File: src/rtl/spi_ram_pkg.sv
// ----------------------------------------------------------------------------
// spi_ram_pkg
//   Shared definitions for the SPI-slave command-RAM front end.
//   - state_t      : controller FSM states (5)
//   - OP_*         : two-bit opcodes carried in frame bits [9:8]
//   - *_DEF        : default frame / read-data widths
//   Optional feature macro used by the importing files: SPI_RD_ORDER_CHECK_EN
// ----------------------------------------------------------------------------
package spi_ram_pkg;

   localparam int FRAME_W_DEF = 10;
   localparam int DATA_W_DEF  = 8;

   localparam logic [1:0] OP_WR_ADDR = 2'b00;
   localparam logic [1:0] OP_WR_DATA = 2'b01;
   localparam logic [1:0] OP_RD_ADDR = 2'b10;
   localparam logic [1:0] OP_RD_DATA = 2'b11;

   typedef enum logic [2:0] {
      ST_IDLE      = 3'd0,
      ST_CHK_CMD   = 3'd1,
      ST_WRITE     = 3'd2,
      ST_READ_ADD  = 3'd3,
      ST_READ_DATA = 3'd4
   } state_t;

endpackage

File: src/rtl/spi_tx_serializer.sv
// ----------------------------------------------------------------------------
// spi_tx_serializer
//   Parallel-load, MSB-first shift register that drives MISO.
//   Ports:
//     clk      in   system/SPI clock, rising edge
//     rst_n    in   asynchronous active-low reset
//     load_i   in   capture data_i; shifting starts on the following edge
//     abort_i  in   drop any transfer, MISO forced low (wins over load_i)
//     data_i   in   DATA_W read data to send
//     miso_o   out  serial data, low whenever not shifting
//     done_o   out  high for the cycle after the last bit has been driven;
//                   the next edge returns MISO low and ends the transfer
// ----------------------------------------------------------------------------
module spi_tx_serializer #(
   parameter int DATA_W = 8
) (
   input  logic              clk,
   input  logic              rst_n,
   input  logic              load_i,
   input  logic              abort_i,
   input  logic [DATA_W-1:0] data_i,
   output logic              miso_o,
   output logic              done_o
);

   localparam int CW = $clog2(DATA_W + 1);

   logic [DATA_W-1:0] sreg_q, sreg_d;
   logic [CW-1:0]     cnt_q, cnt_d;
   logic              busy_q, busy_d;
   logic              miso_q, miso_d;

   always_comb begin
      sreg_d = sreg_q;
      cnt_d  = cnt_q;
      busy_d = busy_q;
      miso_d = 1'b0;
      if (abort_i) begin
         busy_d = 1'b0;
         cnt_d  = '0;
      end else if (load_i) begin
         sreg_d = data_i;
         cnt_d  = CW'(DATA_W);
         busy_d = 1'b1;
      end else if (busy_q) begin
         if (cnt_q != '0) begin
            miso_d = sreg_q[DATA_W-1];
            sreg_d = {sreg_q[DATA_W-2:0], 1'b0};
            cnt_d  = cnt_q - CW'(1);
         end else begin
            // all bits already on the wire: release MISO and finish
            busy_d = 1'b0;
         end
      end
   end

   always_ff @(posedge clk or negedge rst_n) begin
      if (!rst_n) begin
         sreg_q <= '0;
         cnt_q  <= '0;
         busy_q <= 1'b0;
         miso_q <= 1'b0;
      end else begin
         sreg_q <= sreg_d;
         cnt_q  <= cnt_d;
         busy_q <= busy_d;
         miso_q <= miso_d;
      end
   end

   assign miso_o = miso_q;
   assign done_o = busy_q && (cnt_q == '0);

endmodule

File: src/rtl/spi_ram_ctrl.sv
// ----------------------------------------------------------------------------
// spi_ram_ctrl
//   SPI-slave front end for the single-port command RAM. MOSI frames of
//   FRAME_W bits {op[1:0], payload} are assembled and strobed on rx_valid.
//   After a read-data frame the controller waits for tx_valid, then shifts
//   tx_data out on MISO through spi_tx_serializer.
//   Ports:
//     clk, rst_n          clock (rising edge) / async active-low reset
//     SS_n                slave select, active low; high aborts or ends a frame
//     MOSI / MISO         serial in (MSB first) / serial out (MSB first)
//     rx_data, rx_valid   last complete frame / one-cycle strobe
//     tx_data, tx_valid   RAM read data and its valid
//     cmd_err             sticky read-order error (0 unless macro defined)
//     dbg_state_o         current FSM state
//     dbg_rd_addr_seen_o  a read-address frame is pending its read-data frame
//   Handshake: rx_valid is a pure strobe (the RAM cannot back-pressure);
//   tx_valid is consumed only on the first edge it is seen high while a
//   read-data frame waits, and ignored at every other time.
//   Optional feature: `define SPI_RD_ORDER_CHECK_EN enables the read-order
//   check (11 without a pending read address, or 10 with one, is shifted but
//   not strobed and sets cmd_err).
// ----------------------------------------------------------------------------
module spi_ram_ctrl
   import spi_ram_pkg::*;
#(
   parameter int FRAME_W = FRAME_W_DEF,
   parameter int DATA_W  = DATA_W_DEF
) (
   input  logic               clk,
   input  logic               rst_n,
   input  logic               SS_n,
   input  logic               MOSI,
   output logic               MISO,
   output logic [FRAME_W-1:0] rx_data,
   output logic               rx_valid,
   input  logic [DATA_W-1:0]  tx_data,
   input  logic               tx_valid,
   output logic               cmd_err,
   output logic [2:0]         dbg_state_o,
   output logic               dbg_rd_addr_seen_o
);

   localparam int              CNT_W     = $clog2(FRAME_W + 1);
   localparam logic [CNT_W-1:0] FRAME_CNT = CNT_W'(FRAME_W);
   localparam logic [CNT_W-1:0] LAST_CNT  = CNT_W'(FRAME_W - 1);

   state_t             state_q, state_d;
   logic [CNT_W-1:0]   bit_cnt_q, bit_cnt_d;
   logic [FRAME_W-2:0] shreg_q, shreg_d;
   logic               rd_addr_seen_q, rd_addr_seen_d;
   logic [FRAME_W-1:0] rx_data_q, rx_data_d;
   logic               rx_valid_q, rx_valid_d;
   logic               tx_started_q, tx_started_d;
   logic               frame_bad_q, frame_bad_d;
   logic [FRAME_W-1:0] shift_in;
   logic               ser_load, ser_abort, ser_done;

   assign shift_in = {shreg_q, MOSI};

`ifdef SPI_RD_ORDER_CHECK_EN
   logic       cmd_err_q, cmd_err_d;
   logic [1:0] op_w;
   // shreg_q[0] holds op[1] while frame bit 8 is on MOSI
   assign op_w = {shreg_q[0], MOSI};
`endif

   always_comb begin
      state_d        = state_q;
      bit_cnt_d      = bit_cnt_q;
      shreg_d        = shreg_q;
      rd_addr_seen_d = rd_addr_seen_q;
      rx_data_d      = rx_data_q;
      rx_valid_d     = 1'b0;
      tx_started_d   = tx_started_q;
      frame_bad_d    = frame_bad_q;
      ser_load       = 1'b0;
      ser_abort      = 1'b0;
`ifdef SPI_RD_ORDER_CHECK_EN
      cmd_err_d      = cmd_err_q;
`endif
      if (state_q == ST_IDLE) begin
         bit_cnt_d    = '0;
         tx_started_d = 1'b0;
         frame_bad_d  = 1'b0;
         if (!SS_n) state_d = ST_CHK_CMD;
      end else if (SS_n) begin
         // abort: partial frame dropped, rd_addr_seen deliberately kept
         state_d      = ST_IDLE;
         bit_cnt_d    = '0;
         ser_abort    = 1'b1;
         tx_started_d = 1'b0;
         frame_bad_d  = 1'b0;
      end else if (state_q == ST_CHK_CMD) begin
         shreg_d     = shift_in[FRAME_W-2:0];
         bit_cnt_d   = CNT_W'(1);
         frame_bad_d = 1'b0;
         if (!MOSI) begin
            state_d = ST_WRITE;
         end else begin
`ifdef SPI_RD_ORDER_CHECK_EN
            // tentative; the real read state is picked once op[0] arrives
            state_d = ST_READ_ADD;
`else
            state_d = rd_addr_seen_q ? ST_READ_DATA : ST_READ_ADD;
`endif
         end
      end else begin
         if (bit_cnt_q != FRAME_CNT) begin
            shreg_d   = shift_in[FRAME_W-2:0];
            bit_cnt_d = bit_cnt_q + CNT_W'(1);
            if (bit_cnt_q == LAST_CNT && !frame_bad_q) begin
               rx_data_d  = shift_in;
               rx_valid_d = 1'b1;
               if (state_q == ST_READ_ADD) rd_addr_seen_d = 1'b1;
            end
         end
`ifdef SPI_RD_ORDER_CHECK_EN
         if (bit_cnt_q == CNT_W'(1) && state_q != ST_WRITE) begin
            state_d = (op_w == OP_RD_DATA) ? ST_READ_DATA : ST_READ_ADD;
            if ((op_w == OP_RD_DATA && !rd_addr_seen_q) ||
                (op_w == OP_RD_ADDR &&  rd_addr_seen_q)) begin
               frame_bad_d = 1'b1;
               cmd_err_d   = 1'b1;
            end
         end
`endif
         // wait phase: frame complete, nothing sent yet for this frame
         if (state_q == ST_READ_DATA && bit_cnt_q == FRAME_CNT &&
             !tx_started_q && !frame_bad_q && tx_valid) begin
            ser_load     = 1'b1;
            tx_started_d = 1'b1;
         end
      end
      if (ser_done && !ser_abort) rd_addr_seen_d = 1'b0;
   end

   always_ff @(posedge clk or negedge rst_n) begin
      if (!rst_n) begin
         state_q        <= ST_IDLE;
         bit_cnt_q      <= '0;
         shreg_q        <= '0;
         rd_addr_seen_q <= 1'b0;
         rx_data_q      <= '0;
         rx_valid_q     <= 1'b0;
         tx_started_q   <= 1'b0;
         frame_bad_q    <= 1'b0;
      end else begin
         state_q        <= state_d;
         bit_cnt_q      <= bit_cnt_d;
         shreg_q        <= shreg_d;
         rd_addr_seen_q <= rd_addr_seen_d;
         rx_data_q      <= rx_data_d;
         rx_valid_q     <= rx_valid_d;
         tx_started_q   <= tx_started_d;
         frame_bad_q    <= frame_bad_d;
      end
   end

`ifdef SPI_RD_ORDER_CHECK_EN
   always_ff @(posedge clk or negedge rst_n) begin
      if (!rst_n) cmd_err_q <= 1'b0;
      else        cmd_err_q <= cmd_err_d;
   end
   assign cmd_err = cmd_err_q;
`else
   assign cmd_err = 1'b0;
`endif

   spi_tx_serializer #(
      .DATA_W (DATA_W)
   ) u_tx (
      .clk     (clk),
      .rst_n   (rst_n),
      .load_i  (ser_load),
      .abort_i (ser_abort),
      .data_i  (tx_data),
      .miso_o  (MISO),
      .done_o  (ser_done)
   );

   assign rx_data            = rx_data_q;
   assign rx_valid           = rx_valid_q;
   assign dbg_state_o        = state_q;
   assign dbg_rd_addr_seen_o = rd_addr_seen_q;

endmodule

File: config.mk
export PLATFORM = sky130hd
export DESIGN_NAME = spi_ram_ctrl
export DESIGN_NICKNAME = d
export VERILOG_FILES = /design/src/rtl/spi_ram_pkg.sv /design/src/rtl/spi_tx_serializer.sv /design/src/rtl/spi_ram_ctrl.sv
export SDC_FILE = /design/constraint.sdc
export NUM_CORES = 1
export LEC_CHECK = 0
export CAP_MARGIN = 20
export CORE_ASPECT_RATIO = 0.7
export CORE_UTILIZATION = 25
export DETAILED_ROUTE_END_ITERATION = 12
export GPL_ROUTABILITY_DRIVEN = 1
export GPL_TIMING_DRIVEN = 0
export SYNTH_ARGS = -nofsm -noshare
export SYNTH_HDL_FRONTEND = slang
export SYNTH_SLANG_ARGS = --single-unit
File: constraint.sdc
create_clock -name clk -period 2.9 [get_ports clk]
set_input_delay 0.435 -clock clk [delete_from_list [all_inputs] [get_ports clk]]
set_output_delay 0.435 -clock clk [all_outputs]
set_load 0.02 [all_outputs]
==> results.sh, run 1 <==
export IMPL_ys_flop_type="dfrtp_1"
export IMPL_tns_ps=0
export IMPL_skew_ps=11.9
export IMPL_rr_worst_depth=7
export IMPL_stdcell_area_mm2=0.00247
export IMPL_status="complete, no violations"
export IMPL_synthCells=163
export IMPL_stdcell_count=297
export IMPL_finalCriticalPeriod_ps=2140
export IMPL_synthesis_area_mm2=0.00197
export IMPL_end_kind="flip-flop"
export IMPL_nets=215
export IMPL_drcViolationCount=0
export IMPL_synth_distinct_cells=36
export IMPL_grt_pass1_vias=1340
export IMPL_dp_hpwl_um=2640
export IMPL_cts_buffers=5
export IMPL_cts_tree="done"
export IMPL_wl_per_cell_um=13.0
export IMPL_max_clock_path_buffers=2
export IMPL_post_cts_buffers=0
export IMPL_row_count=26
export IMPL_ant_nets=0
export IMPL_drv_cap=0
export IMPL_crit_type="flip-flop to flip-flop"
export IMPL_slew_headroom_pct=60.9
export IMPL_die_area_mm2=0.00825
export IMPL_antenna_found_initial=0
export IMPL_synth_edff_count=0
export IMPL_grt_max_degree=28
export IMPL_drive_above_1_share_pct=18.1
export IMPL_hold_class="primary input to async pin"
export IMPL_coreArea_mm2=0.00745
export IMPL_syn2layout_area_growth_pct=25.4
export IMPL_portBuffers=27
export IMPL_antennaDiodeCount=0
export IMPL_setup_viol=0
export IMPL_clk_pin_slew_ps=90
export IMPL_cp_max_fo=9
export IMPL_grt_use_total_pct=10.4
export IMPL_gp_congestion=0.718
export IMPL_syn_area_per_cell_um2=12.1
export IMPL_fp_dieW_um=108
export IMPL_peakVddDrop_uv=209
export IMPL_syn_nets=180
export IMPL_cts_hold_buf=0
export IMPL_fmax_mhz=468
export IMPL_p_per_area_mw_per_mm2=547
export IMPL_synth_seq_cells=43
export IMPL_rrSetupSlack_ps=760
export IMPL_yosysWarningCount=0
export IMPL_initial_core_util_pct=26.5
export IMPL_htree_levels=2
export IMPL_placed_cells=289
export IMPL_grt_pass1_wl_um=6640
export IMPL_hold_violations=0
export IMPL_final_max_slew_viol_count=0
export IMPL_route_vias_total=1316
export IMPL_power_w=0.00135
export IMPL_clkLatencyLatePin_ps=310
export IMPL_rsz0062_at_grt="no"
export IMPL_yosysSeqAreaShare_pct=54.6
export IMPL_avgViaCountPerCell=4.43
export IMPL_cts_resized=0
export IMPL_routed_wirelength_um=3860
export IMPL_ioPinCount=30
export IMPL_post_route_period_util_pct=73.7
export IMPL_die_h_um=76.3
export IMPL_async_reset_ff_share_pct=100
export IMPL_cp_arrival_ps=2360
export IMPL_place_area_mm2=0.00238
export IMPL_clock_sinks=43
export IMPL_overflow=0
export IMPL_critPathRequiredTime_ps=3120
export IMPL_firstDrtPassIters=4
export IMPL_drt_iter0_markers=76
export IMPL_cp_start_kind="flip-flop"
export IMPL_p_leak_nw=1.10
export IMPL_worstMarginPinSlew_ps=587
export IMPL_root_buffer="clkbuf_8"
[flip-flops by register name, indices dropped and copies added, names as in the netlist]
name	count
bit_cnt_q	4
dbg_rd_addr_seen_o	1
dbg_state_o	3
rx_data	10
rx_valid	1
shreg_q	9
tx_started_q	1
u_tx.busy_q	1
u_tx.cnt_q	4
u_tx.miso_o	1
u_tx.sreg_q	8
[kinds of logic after synthesis]
kind of cell	count (synthesis)	synth area share (%)
AOI/OAI and AO/OA	22	8.88
xor gates and xnor gates	5	2.22
adders and majority gates	4	2.54
buffers and inverters	17	4.25
DFF	43	54.6
muxes	27	14.9
other	1	0.190
and+or+nand+nor	44	12.4
[final cells by class]
class / instances / area, um^2
multi-input cells: 103 / 812
clock buffers: 5 / 68.8
fillers: 756 / 4980
well taps: 98 / 123
plain buffers: 9 / 53.8
clock inverters: 3 / 23.8
flip-flops and latches: 43 / 1080
repair buffers: 28 / 285
inverters: 8 / 30.0
[layer usage]
metal | vias to the layer above | share of wire [%] | track usage [%]
met1 | 652 | 52 | 14.3
met3 | 6 | 2.8 | 2.99
met2 | 19 | 43 | 15.2
met4 | 0 | 1.8 | 4.52
li1 | 639 | - | -
met5 | - | 0 | 0
[worst paths after layout]
path	endpoint	startpoint
setup / recovery	u_tx.sreg_q[2]	bit_cnt_q[0]
hold / removal	u_tx.sreg_q[1]	rst_n
setup reg to reg	u_tx.sreg_q[2]	bit_cnt_q[0]
hold reg to reg	tx_started_q	tx_started_q
max in group asynchronous	rx_data[9]	rst_n
min in group clk	dbg_state_o[2]	SS_n
[placed cells by master (no fill, tap or decap), types with 2 or more instances in the layout]
| master | count |
|---|---|
| xor2_1 | 3 |
| mux2i_1 | 8 |
| nor2_1 | 11 |
| xnor2_1 | 2 |
| buf_6 | 2 |
| clkdlybuf4s50_1 | 26 |
| mux2_2 | 19 |
| clkbuf_8 | 5 |
| buf_2 | 2 |
| dfrtp_1 | 43 |
| nand3_1 | 5 |
| nand2_1 | 8 |
| a211oi_1 | 2 |
| nand2b_1 | 2 |
| o21ai_0 | 2 |
| a21oi_1 | 5 |
| a2bb2oi_1 | 7 |
| clkbuf_1 | 5 |
| clkinvlp_4 | 2 |
| nor3_1 | 2 |
| ha_1 | 4 |
| inv_1 | 8 |
| nand3b_1 | 8 |
[power breakdown]
part / switching (W) / internal, W
clock: 0.000226 / 0.000172
combinational: 0.0000701 / 0.000120
sequential: 0.0000636 / 0.000699
[through the flow]
stage	hold slack (ps)	setup WS, ps	util (%)
6_report	66.3	763	33.2
3_5_place_dp	412	707	31.9
2_1_floorplan	139	985	-
3_3_place_gp	457	198	31.7
5_1_grt	86.5	610	33.2
4_1_cts	78.3	757	33.2
[cells in the mapped netlist, types with 2 or more instances]
cell type  instances  area (um^2)
dfrtp_1           43         1080
mux2_2            19          214
nor2_1            11         41.3
inv_1              8         30.0
mux2i_1            8         80.1
nand2_1            8         30.0
nand3b_1           8         60.1
a2bb2oi_1          7         61.3
a21oi_1            5         25.0
clkbuf_1           5         18.8
nand3_1            5         25.0
ha_1               4         50.1
xor2_1             3         26.3
a211oi_1           2         15.0
buf_6              2         22.5
nand2b_1           2         12.5
nor3_1             2         10.0
o21ai_0            2         10.0
xnor2_1            2         17.5
[critical path, cell delays in order, from the launching register on]
cell	delay, ps
dfrtp_1	420
inv_1	100
ha_1	190
nand3b_1	190
or4_1	500
buf_2	170
a21oi_4	290
a2bb2oi_1	190
Note: power is estimated with default switching activity, not from simulation.
==> run 2: changes to the inputs <==
- clock period: 2.9 -> 1.9 ns (I/O delays scaled with it)
==> results.sh, run 2 (synthesized netlist as in run 1, its figures left out) <==
export IMPL_syn2layout_area_growth_pct=34.3
export IMPL_crit_type="flip-flop to flip-flop"
export IMPL_cp_max_fo=5
export IMPL_grt_max_degree=31
export IMPL_initial_core_util_pct=26.5
export IMPL_routed_wirelength_um=4130
export IMPL_cts_buffers=5
export IMPL_hold_violations=0
export IMPL_drt_iter0_markers=67
export IMPL_drive_above_1_share_pct=27.8
export IMPL_htree_levels=2
export IMPL_critPathLaunch="bit_cnt_q[0]"
export IMPL_rr_worst_depth=7
export IMPL_row_count=26
export IMPL_grt_use_total_pct=10.6
export IMPL_overflow=0
export IMPL_fp_dieW_um=108
export IMPL_layout_common_cells="dfrtp_1, clkdlybuf4s50_1, mux2_2, nor2_1, buf_4"
export IMPL_grt_pass1_vias=1393
export IMPL_whs_ps=168
export IMPL_cts_tree="done"
export IMPL_die_h_um=76.3
export IMPL_status="complete, no violations"
export IMPL_ant_nets=0
export IMPL_p_leak_nw=1.18
export IMPL_skew_ps=4.56
export IMPL_critPathRequiredTime_ps=2080
export IMPL_fmax_mhz=535
export IMPL_avgViaCountPerCell=4.56
export IMPL_stdcell_area_mm2=0.00265
export IMPL_largest_register_ffs=10
export IMPL_end_kind="flip-flop"
export IMPL_drv_cap=0
export IMPL_p_per_area_mw_per_mm2=806
export IMPL_finalCriticalPeriod_ps=1870
export IMPL_placed_cells=289
export IMPL_clock_sinks=43
export IMPL_ioPinCount=30
export IMPL_cp_arrival_ps=2050
export IMPL_coreArea_mm2=0.00745
export IMPL_antenna_found_initial=0
export IMPL_grt_pass1_wl_um=6870
export IMPL_root_buffer="clkbuf_8"
export IMPL_cp_start_kind="flip-flop"
export IMPL_final_max_slew_viol_count=0
export IMPL_clkLatencyLatePin_ps=290
export IMPL_wl_per_cell_um=13.5
export IMPL_nets=225
export IMPL_peakVddDrop_uv=296
export IMPL_portBuffers=27
export IMPL_antennaDiodeCount=0
export IMPL_tns_ps=0
export IMPL_route_vias_total=1401
export IMPL_dp_hpwl_um=2710
export IMPL_place_area_mm2=0.00240
export IMPL_clk_pin_slew_ps=80
export IMPL_gp_congestion=0.741
export IMPL_firstDrtPassIters=4
export IMPL_nFillCells=724
export IMPL_setup_viol=0
export IMPL_rr_endpoint="u_tx.sreg_q[3]"
export IMPL_rsz0062_at_grt="yes"
export IMPL_rrSetupSlack_ps=30
export IMPL_die_area_mm2=0.00825
export IMPL_post_route_period_util_pct=98.3
export IMPL_hold_class="primary input to flip-flop"
export IMPL_drcViolationCount=0
export IMPL_endpoint="u_tx.sreg_q[3]"
export IMPL_stdcell_count=307
export IMPL_reg2reg_from="bit_cnt_q[0]"
export IMPL_final_common_cell="dfrtp_1"
export IMPL_max_clock_path_buffers=2
[run 2: changes by cell type in the layout (fill, tap and decap cells not counted), sizes merged]
| cell | before | now |
|---|---|---|
| buf | 6 | 16 |
| a21oi | 6 | 7 |
| inv | 9 | 8 |
| clkinvlp | 2 | 1 |
| dlygate4sd3 | 0 | 1 |
[run 2: critical path, cell delays in order (launching register included)]
cell       delay (ps)
dfrtp_1           400
inv_2              80
ha_4              150
nand3b_1          100
or4_4             590
buf_12            180
mux2i_2           190
a2bb2oi_2          70
[run 2: how the worst min path moves through the flow]
stage                       from        endpoint  slack [ps]  depth (start not counted)
floorplan                  rst_n    bit_cnt_q[0]         -10                          0
global placement    tx_started_q    tx_started_q         470                          2
CTS                         SS_n  dbg_state_o[1]         160                          2
global route                SS_n  dbg_state_o[2]         180                          2
finish                      SS_n  dbg_state_o[1]         170                          2
detailed placement         rst_n   u_tx.cnt_q[1]         210                          1
[run 2: per-layer routing]
layer / GRT usage, % / vias up / wire length, um
met2: 15.5 / 30 / 1780
met5: 0 / - / 0
met1: 15.2 / 705 / 2140
li1: - / 660 / -
met3: 2.31 / 6 / 137
met4: 4.11 / 0 / 71
[run 2: what timing repair did]
action,in CTS,in global routing
cloned,0,2
gates resized for setup,7,10
pin swaps,2,6
buffers inserted,4,5
endpoints found under the setup margin,23,22
endpoints found under the hold margin,13,0
hold buffers,1,0
[run 2: area by class of cell]
type | count | area (um^2) | area share (%)
Buffer | 7 | 60.1 | 2.27
Clock buffer | 7 | 96.3 | 3.64
Clock inverter | 1 | 7.51 | 0.283
Inverter | 8 | 30.0 | 1.13
Multi-Input combinational cell | 104 | 867 | 32.7
Sequential cell | 43 | 1080 | 40.7
Tap cell | 98 | 123 | 4.63
Timing Repair Buffer | 39 | 388 | 14.6
[run 2: through the flow]
stage                     power, W  setup WS, ps  util (%)
after global placement     0.00147          -643      32.0
final                      0.00214          31.6      35.6
after detailed placement   0.00148          -262      32.2
after CTS                  0.00214          7.28      34.4
after floorplan            0.00137          19.5         -
after global routing       0.00225         -15.6      35.6
[run 2: power breakdown]
group | switching, W | internal (W) | total, W
sequential | 0.000108 | 0.00107 | 0.00118
clock | 0.000315 | 0.000331 | 0.000645
combinational | 0.000111 | 0.000203 | 0.000314
total | 0.000534 | 0.00160 | 0.00214
